## config.mk

```make
export PLATFORM = sky130hd
export DESIGN_NAME = bcd_step_counter
export DESIGN_NICKNAME = d
export VERILOG_FILES = /design/src/rtl/bcd_step_counter.sv
export SDC_FILE = /design/constraint.sdc
export NUM_CORES = 1
export LEC_CHECK = 0
export ABC_AREA = 1
export CORE_ASPECT_RATIO = 0.9
export CORE_MARGIN = 2
export CORE_UTILIZATION = 40
export DETAILED_ROUTE_END_ITERATION = 16
export PLACE_DENSITY = 0.52
export SLEW_MARGIN = 25
export SYNTH_ARGS = -nofsm -noshare
export SYNTH_HDL_FRONTEND = slang
export SYNTH_SLANG_ARGS = --single-unit
export TNS_END_PERCENT = 1
```

## constraint.sdc

```tcl
create_clock -name clk -period 4.6 [get_ports clk]
set_input_delay 0.92 -clock clk [delete_from_list [all_inputs] [get_ports clk]]
set_output_delay 0.92 -clock clk [all_outputs]
set_load 0.05 [all_outputs]
```

## src/rtl/bcd_step_counter.sv

```systemverilog
// Two-digit BCD step counter with debounced button / prescaler step source and two-digit display scan.
// Latency: button to count 2 + DEBOUNCE_CYCLES cycles; count to W..Z one further cycle.
// Backpressure: none; free-running, every step is taken on the edge it occurs.
module bcd_step_counter #(
  parameter int PRESCALE        = 12000000,
  parameter int DEBOUNCE_CYCLES = 120000,
  parameter int SCAN_DIV        = 12000
) (
  input  logic       clk,
  input  logic       rst,
  input  logic       btn_step,
  input  logic       up_dn,
  input  logic       run,
  input  logic       clr,
  output logic       W,
  output logic       X,
  output logic       Y,
  output logic       Z,
  output logic [1:0] dig_sel,
  output logic       wrap
);

  localparam int PW = (PRESCALE > 1) ? $clog2(PRESCALE) : 1;
  localparam int DW = (DEBOUNCE_CYCLES > 1) ? $clog2(DEBOUNCE_CYCLES) : 1;
  localparam int SW = (SCAN_DIV > 1) ? $clog2(SCAN_DIV) : 1;

  localparam logic [PW-1:0] PRESC_LAST = PW'(PRESCALE - 1);
  localparam logic [DW-1:0] DB_LAST    = DW'(DEBOUNCE_CYCLES - 1);
  localparam logic [SW-1:0] SCAN_LAST  = SW'(SCAN_DIV - 1);

  typedef enum logic {REL, PRS} db_state_t;

  logic            sync_1, sync_2;
  db_state_t       db_state_q, db_state_d;
  logic [DW-1:0]   db_cnt_q, db_cnt_d;
  logic            step_btn;
  logic [PW-1:0]   presc_q;
  logic            tick;
  logic            step;
  logic [3:0]      ones_q, tens_q, ones_d, tens_d;
  logic            wrap_d;
  logic [SW-1:0]   scan_q;
  logic [1:0]      dig_sel_q, dig_sel_d;
  logic [3:0]      nib_q;
  logic            wrap_q;

  always_ff @(posedge clk) begin
    if (rst) begin
      sync_1 <= 1'b0;
      sync_2 <= 1'b0;
    end else begin
      sync_1 <= btn_step;
      sync_2 <= sync_1;
    end
  end

  always_ff @(posedge clk) begin
    if (rst) begin
      db_state_q <= REL;
      db_cnt_q   <= '0;
    end else begin
      db_state_q <= db_state_d;
      db_cnt_q   <= db_cnt_d;
    end
  end

  // Count consecutive samples at the opposite level; only the press edge emits a step.
  always_comb begin
    db_state_d = db_state_q;
    db_cnt_d   = db_cnt_q;
    step_btn   = 1'b0;
    case (db_state_q)
      REL: begin
        if (sync_2) begin
          if (db_cnt_q == DB_LAST) begin
            db_state_d = PRS;
            db_cnt_d   = '0;
            step_btn   = 1'b1;
          end else begin
            db_cnt_d = db_cnt_q + 1'b1;
          end
        end else begin
          db_cnt_d = '0;
        end
      end
      PRS: begin
        if (!sync_2) begin
          if (db_cnt_q == DB_LAST) begin
            db_state_d = REL;
            db_cnt_d   = '0;
          end else begin
            db_cnt_d = db_cnt_q + 1'b1;
          end
        end else begin
          db_cnt_d = '0;
        end
      end
      default: begin
        db_state_d = REL;
        db_cnt_d   = '0;
      end
    endcase
  end

  assign tick = run && (presc_q == PRESC_LAST);
  assign step = run ? tick : step_btn;

  always_ff @(posedge clk) begin
    if (rst || !run || tick) presc_q <= '0;
    else                     presc_q <= presc_q + 1'b1;
  end

  always_comb begin
    ones_d = ones_q;
    tens_d = tens_q;
    wrap_d = 1'b0;
    if (clr) begin
      ones_d = 4'd0;
      tens_d = 4'd0;
    end else if (step) begin
      if (up_dn) begin
        if (ones_q >= 4'd9) begin
          ones_d = 4'd0;
          if (tens_q >= 4'd9) begin
            tens_d = 4'd0;
            wrap_d = 1'b1;
          end else begin
            tens_d = tens_q + 4'd1;
          end
        end else begin
          ones_d = ones_q + 4'd1;
        end
      end else begin
        if (ones_q == 4'd0) begin
          ones_d = 4'd9;
          if (tens_q == 4'd0) begin
            tens_d = 4'd9;
            wrap_d = 1'b1;
          end else begin
            tens_d = tens_q - 4'd1;
          end
        end else begin
          ones_d = ones_q - 4'd1;
        end
      end
    end
  end

  always_ff @(posedge clk) begin
    if (rst) begin
      ones_q <= 4'd0;
      tens_q <= 4'd0;
      wrap_q <= 1'b0;
    end else begin
      ones_q <= ones_d;
      tens_q <= tens_d;
      wrap_q <= wrap_d;
    end
  end

  assign dig_sel_d = (scan_q == SCAN_LAST) ? {dig_sel_q[0], dig_sel_q[1]} : dig_sel_q;

  // Nibble follows the upcoming strobe so both change on the same edge.
  always_ff @(posedge clk) begin
    if (rst) begin
      scan_q    <= '0;
      dig_sel_q <= 2'b01;
      nib_q     <= 4'd0;
    end else begin
      scan_q    <= (scan_q == SCAN_LAST) ? '0 : scan_q + 1'b1;
      dig_sel_q <= dig_sel_d;
      nib_q     <= dig_sel_d[0] ? ones_q : tens_q;
    end
  end

  assign W       = nib_q[0];
  assign X       = nib_q[1];
  assign Y       = nib_q[2];
  assign Z       = nib_q[3];
  assign dig_sel = dig_sel_q;
  assign wrap    = wrap_q;

endmodule

```

==> impl_metrics.env, run 1 <==
export IMPL_status="finished, final reports clean"
export IMPL_seq_area_mm2=0.00146
export IMPL_nFillCells=1007
export IMPL_drv_cap=0
export IMPL_htree_levels=3
export IMPL_critPathCaptureType="output port"
export IMPL_worst_slack_ns=2.06
export IMPL_netlist_instances=547
export IMPL_peakVddDrop_v=0.000155
export IMPL_leakage_nw=1.54
export IMPL_hold_buffers=0
export IMPL_max_stage_delay_ns=0.84
export IMPL_r2r_worst_path_cells=8
export IMPL_post_cts_buffers=0
export IMPL_io_buffers=12
export IMPL_pre_cts_slack_ns=1.95
export IMPL_fp_dieH_um=97.3
export IMPL_slew_viol_final=0
export IMPL_overflow=0
export IMPL_slowest_stage="clkdlybuf4s50_1"
export IMPL_fin_nets=580
export IMPL_total_power_mw=1.11
export IMPL_crit_start="dig_sel[1]$_SDFFE_PP0P_"
export IMPL_synth_edf_count=0
export IMPL_row_count=34
export IMPL_path_buf_inv=1
export IMPL_maxClockFrequency_mhz=394
export IMPL_worstSkewPairLatency_ns=0.35
export IMPL_areaGrowthSynthToFinish_pct=10.2
export IMPL_maxSlewHeadroom_pct=56.1
export IMPL_globalplace_congestion=0.912
export IMPL_num_vias=3341
export IMPL_required_ns=3.68
export IMPL_synthesis_area_mm2=0.00387
export IMPL_antenna_found_initial=0
export IMPL_cts_sinks=73
export IMPL_worst_slew_pin_slew_ns=0.656
export IMPL_drive_gt1_share_pct=9.68
export IMPL_layout_min_cycle_time_ns=2.54
export IMPL_synth_compound_area_share_pct=7.86
export IMPL_synthArstFlopShare_pct=0
export IMPL_synth_net_count=564
export IMPL_syn_area_per_cell_um2=7.07
export IMPL_grt_pass1_wl_mm=14.6
export IMPL_clock_root_buffer="clkbuf_8"
export IMPL_pin_count=13
export IMPL_grt_max_degree=25
export IMPL_die_w_um=108
export IMPL_setup_violations=0
export IMPL_cts_tree="yes"
export IMPL_synthFlopType="dfxtp_1"
export IMPL_endpoint="dig_sel[1]"
export IMPL_routedWlPerCell_um=11.6
export IMPL_path_depth=1
export IMPL_worstSetupStartpointType="flop"
export IMPL_yosys_area_share_simple_pct=37.9
export IMPL_cts_resized_gates=0
export IMPL_clkTransAtPathRegs_ns=0.07
export IMPL_synth_mux_area_fraction_pct=0
export IMPL_drt_iter0_markers=115
export IMPL_fin_crit_sh_pct=55.2
export IMPL_core_area_mm2=0.00953
export IMPL_vias_per_cell=4.81
export IMPL_p_per_area_mw_per_mm2=261
export IMPL_ys_warn_count=0
export IMPL_finClkSkew_ns=0.00879
export IMPL_ys_seq_area_share_pct=37.8
export IMPL_drt_pass1_iter_count=4
export IMPL_hold_class="reg -> reg"
export IMPL_rr_startpoint="presc_q[0]$_SDFF_PP0_"
export IMPL_die_area_mm2=0.0105
export IMPL_ys_ff_latch=73
export IMPL_detail_route_antenna_nets=0
export IMPL_diodes=0
export IMPL_placedCellCount=678
export IMPL_grt_pass1_vias=3312
export IMPL_synth_xor_area_share_pct=5.43
export IMPL_stdcell_count=694
export IMPL_path_max_fanout=3
export IMPL_fin_setup_tns_ns=0
export IMPL_dp_hpwl_mm=5.95
export IMPL_synth_cell_type_count=42
export IMPL_timing_rr_end="presc_q[6]$_SDFF_PP0_"
export IMPL_grt_setup_unrepaired="false"
export IMPL_synth_fa_ha_area_share_pct=3.56
export IMPL_routed_wl_mm=8.04
export IMPL_multiInputGateArea_mm2=0.00212
export IMPL_ff2ff_setup_slack_ns=2.73
export IMPL_grt_usage_pct=17.0
export IMPL_hold_viol=0
export IMPL_setup_worst_path_class="reg -> out"
export IMPL_clock_path_buffers=2
export IMPL_initial_core_util_pct=40.6
export IMPL_critPathTopFamily="buffers and inverters"
export IMPL_critPathArrivalTime_ns=1.62
export IMPL_crit_path_cell_trace="clkdlybuf4s50_1"
export IMPL_drcViolationCount=0
export IMPL_synth_top_family_by_area="simple AND/OR/NAND/NOR gates"
export IMPL_numCtsBuffers=9
-- worst min-delay path, stage by stage, from the launching register on --
cell	delay, ns
dfxtp_1	0.30
inv_1	0.04
nor2_1	0.03
-- layer usage --
layer	vias to the layer above	global-route usage, %	share of wire [%]	routed length [µm]
met5	-	0	0	0
met4	0	6.61	1.2	94
met3	9	4.29	4.3	343
met2	53	26.6	45	3580
met1	1506	22.4	50	4020
li1	1773	-	-	-
-- area by class of cell --
type	count	area share, %
clock buffer	10	3.23
inverter	63	5.55
sequential	73	34.3
tap	126	3.70
clock inverter	6	0.792
timing repair buffer	12	2.82
multi-input combinational	404	49.6
-- worst min path at each step --
stage | to | depth (start not counted) | from
floorplan | sync_2$_SDFF_PP0_ | 2 | sync_1$_SDFF_PP0_
global placement | sync_2$_SDFF_PP0_ | 2 | sync_1$_SDFF_PP0_
detailed placement | sync_2$_SDFF_PP0_ | 2 | sync_1$_SDFF_PP0_
CTS | sync_2$_SDFF_PP0_ | 2 | sync_1$_SDFF_PP0_
global route | sync_2$_SDFF_PP0_ | 2 | sync_1$_SDFF_PP0_
finish | sync_2$_SDFF_PP0_ | 2 | sync_1$_SDFF_PP0_
-- cell usage after synthesis, types with 4 or more instances --
library cell	number	area, µm²
buf_4	4	30.0
dfxtp_1	73	1460
ha_1	11	138
nor2_2	7	43.8
nand3_2	8	80.1
nand4_1	8	50.1
xor2_1	16	140
nand2_2	4	25.0
a21oi_1	30	150
nand3_1	37	185
inv_1	56	210
o21ai_0	13	65.1
nor3_1	11	55.1
xnor2_1	8	70.1
inv_2	6	22.5
nor3b_1	5	37.5
nor2_1	101	379
nand2_1	112	420
-- registers in the layout, summed over array words and instances (netlist names), named ones only --
name,count
wrap,1
presc_q,24
ones_q,4
db_cnt_q,17
sync_1,1
sync_2,1
nib_q,4
tens_q,4
dig_sel,2
scan_q,14
-- logic make-up (layout without fill, tap and decap cells) --
group           count (synthesis)  after routing
buf+inv                        70             91
xor+xnor                       24             24
compound gates                 55             55
flops                          73             73
fa+ha+maj                      11             11
simple gates                  314            314
-- report_power, final --
group,total (mW),switching (mW),internal (mW)
clock,0.445,0.238,0.207
sequential,0.639,0.00363,0.636
combinational,0.0301,0.0198,0.0103
total,1.11,0.262,0.852
-- stage by stage --
| step | cell area (µm²) | hold WS [ns] | utilization (%) |
|---|---|---|---|
| 2_1_floorplan | 3870 | 0.388 | - |
| 3_3_place_gp | 4090 | 0.406 | 42.9 |
| 3_5_place_dp | 4090 | 0.404 | 42.9 |
| 4_1_cts | 4260 | 0.417 | 44.7 |
| 5_1_grt | 4260 | 0.441 | 44.7 |
| 6_report | 4260 | 0.413 | 44.7 |
-- cells in the final DEF (no fill, tap or decap), drive strengths merged, types with 2 or more instances in the layout --
cell           count
nand4             11
inv               62
xnor2              8
dfxtp             73
or2                4
o22ai              3
nand3             45
clkbuf            10
clkdlybuf4s50     12
ha                11
nor2             110
nor3              14
o21ai             17
clkinv             7
a21oi             31
xor2              16
nand2            117
nand3b             3
and2               2
nor3b              6
nor4               2
Note: power is estimated with default switching activity, not from simulation.
==> inputs of run 2 (changes only) <==
==> constraint.sdc (replaced) <==
create_clock -name clk -period 2.4 [get_ports clk]
set_input_delay 0.48 -clock clk [delete_from_list [all_inputs] [get_ports clk]]
set_output_delay 0.48 -clock clk [all_outputs]
set_load 0.05 [all_outputs]
==> impl_metrics.env, run 2 (same netlist as run 1, synthesis figures left out) <==
export IMPL_status="finished, final reports clean"
export IMPL_fin_crit_sh_pct=86.4
export IMPL_maxSlewHeadroom_pct=65.5
export IMPL_top_register="presc_q"
export IMPL_numCtsBuffers=9
export IMPL_hold_viol=0
export IMPL_place_area_mm2=0.00413
export IMPL_fin_setup_tns_ns=0
export IMPL_path_buf_inv=1
export IMPL_die_w_um=108
export IMPL_clock_path_buffers=2
export IMPL_cts_tree="yes"
export IMPL_core_area_mm2=0.00953
export IMPL_crit_path_cell_trace="clkdlybuf4s50_1"
export IMPL_final_util_pct=46.0
export IMPL_maxClockFrequency_mhz=482
export IMPL_slew_viol_final=0
export IMPL_hold_path_depth=2
export IMPL_die_area_mm2=0.0105
export IMPL_routedWlPerCell_um=11.5
export IMPL_layout_commonest_cell="nand2_1"
export IMPL_layout_min_cycle_time_ns=2.07
export IMPL_htree_levels=3
export IMPL_finClkSkew_ns=0.0155
export IMPL_setup_worst_path_class="reg -> out"
export IMPL_nFillCells=1012
export IMPL_ff2ff_setup_slack_ns=0.67
export IMPL_cts_resized_gates=0
export IMPL_required_ns=1.92
export IMPL_peakVddDrop_v=0.000463
export IMPL_path_max_fanout=3
export IMPL_grt_setup_unrepaired="false"
export IMPL_antenna_found_initial=0
export IMPL_worstSetupStartpointType="flop"
export IMPL_r2r_worst_path_cells=10
export IMPL_pin_count=13
export IMPL_clkTransAtPathRegs_ns=0.07
export IMPL_globalplace_congestion=0.852
export IMPL_fp_dieH_um=97.3
export IMPL_critPathCaptureType="output port"
export IMPL_fin_nets=583
export IMPL_vias_per_cell=4.72
export IMPL_critPathArrivalTime_ns=1.59
export IMPL_io_buffers=12
export IMPL_grt_pass1_vias=3115
export IMPL_final_cell_mix="112 x nand2_1, 101 x nor2_1, 73 x dfxtp_1"
export IMPL_hold_buffers=0
export IMPL_grt_pass1_wl_mm=14.2
export IMPL_rr_startpoint="presc_q[0]$_SDFF_PP0_"
export IMPL_slowest_stage="clkdlybuf4s50_1"
export IMPL_grt_usage_pct=16.7
export IMPL_overflow=0
export IMPL_drive_gt1_share_pct=10.2
export IMPL_diodes=0
export IMPL_initial_core_util_pct=40.6
export IMPL_hold_class="reg -> reg"
export IMPL_leakage_nw=1.58
export IMPL_dp_hpwl_mm=6.02
export IMPL_finalInstanceArea_mm2=0.00438
export IMPL_cts_sinks=73
export IMPL_top_regs="presc_q x24, db_cnt_q x17, scan_q x14"
export IMPL_hold_ws_ns=0.410
export IMPL_total_power_mw=2.49
export IMPL_routed_wl_mm=8.02
export IMPL_drt_pass1_iter_count=4
export IMPL_row_count=34
export IMPL_pre_cts_slack_ns=0.315
export IMPL_timing_rr_end="ones_q[0]$_SDFFE_PP0P_"
export IMPL_worst_slack_ns=0.326
export IMPL_setup_violations=0
export IMPL_placedCellCount=681
export IMPL_drv_cap=0
export IMPL_largest_register_ffs=24
export IMPL_worstSkewPairLatency_ns=0.35
export IMPL_critPathTopFamily="buffers and inverters"
export IMPL_post_cts_buffers=0
export IMPL_detail_route_antenna_nets=0
export IMPL_grt_max_degree=25
export IMPL_worst_slew_pin_slew_ns=0.516
export IMPL_p_per_area_mw_per_mm2=568
export IMPL_clock_root_buffer="clkbuf_8"
export IMPL_stdcell_count=697
export IMPL_drt_iter0_markers=139
export IMPL_max_stage_delay_ns=0.83
export IMPL_num_vias=3289
export IMPL_multiInputGateArea_mm2=0.00212
export IMPL_drcViolationCount=0
export IMPL_seq_area_mm2=0.00146
export IMPL_areaGrowthSynthToFinish_pct=13.2
export IMPL_hp_start="sync_1$_SDFF_PP0_"
export IMPL_hold_end="sync_2$_SDFF_PP0_"
==> run 2: layout make-up <==
| type | instances | share of cell area [%] |
|---|---|---|
| clock buffers | 10 | 3.14 |
| clock inverters | 6 | 2.63 |
| inverters | 63 | 5.40 |
| multi-input cells | 404 | 48.3 |
| flip-flops and latches | 73 | 33.4 |
| well taps | 126 | 3.60 |
| repair buffers | 15 | 3.54 |
==> run 2: where the power goes <==
group          switching (mW)  internal [mW]
Combinational          0.0388         0.0252
Sequential            0.00678           1.22
Clock                   0.476          0.722
==> run 2: metal layers <==
metal	up-vias	wire, µm	global-route usage, %
met2	18	3490	25.1
met4	0	98	5.13
met3	9	173	4.69
met1	1474	4260	23.2
li1	1788	-	-
met5	-	0	0
==> run 2: worst max-delay path by stage <==
stage,cells after the start,from,endpoint
global placement,7,rst,db_cnt_q[16]$_SDFF_PP0_
global route,1,dig_sel[1]$_SDFFE_PP0P_,dig_sel[1]
finish,1,dig_sel[1]$_SDFFE_PP0P_,dig_sel[1]
detailed placement,7,rst,db_cnt_q[16]$_SDFF_PP0_
floorplan,11,presc_q[0]$_SDFF_PP0_,ones_q[3]$_SDFFE_PP0P_
CTS,1,dig_sel[1]$_SDFFE_PP0P_,dig_sel[1]
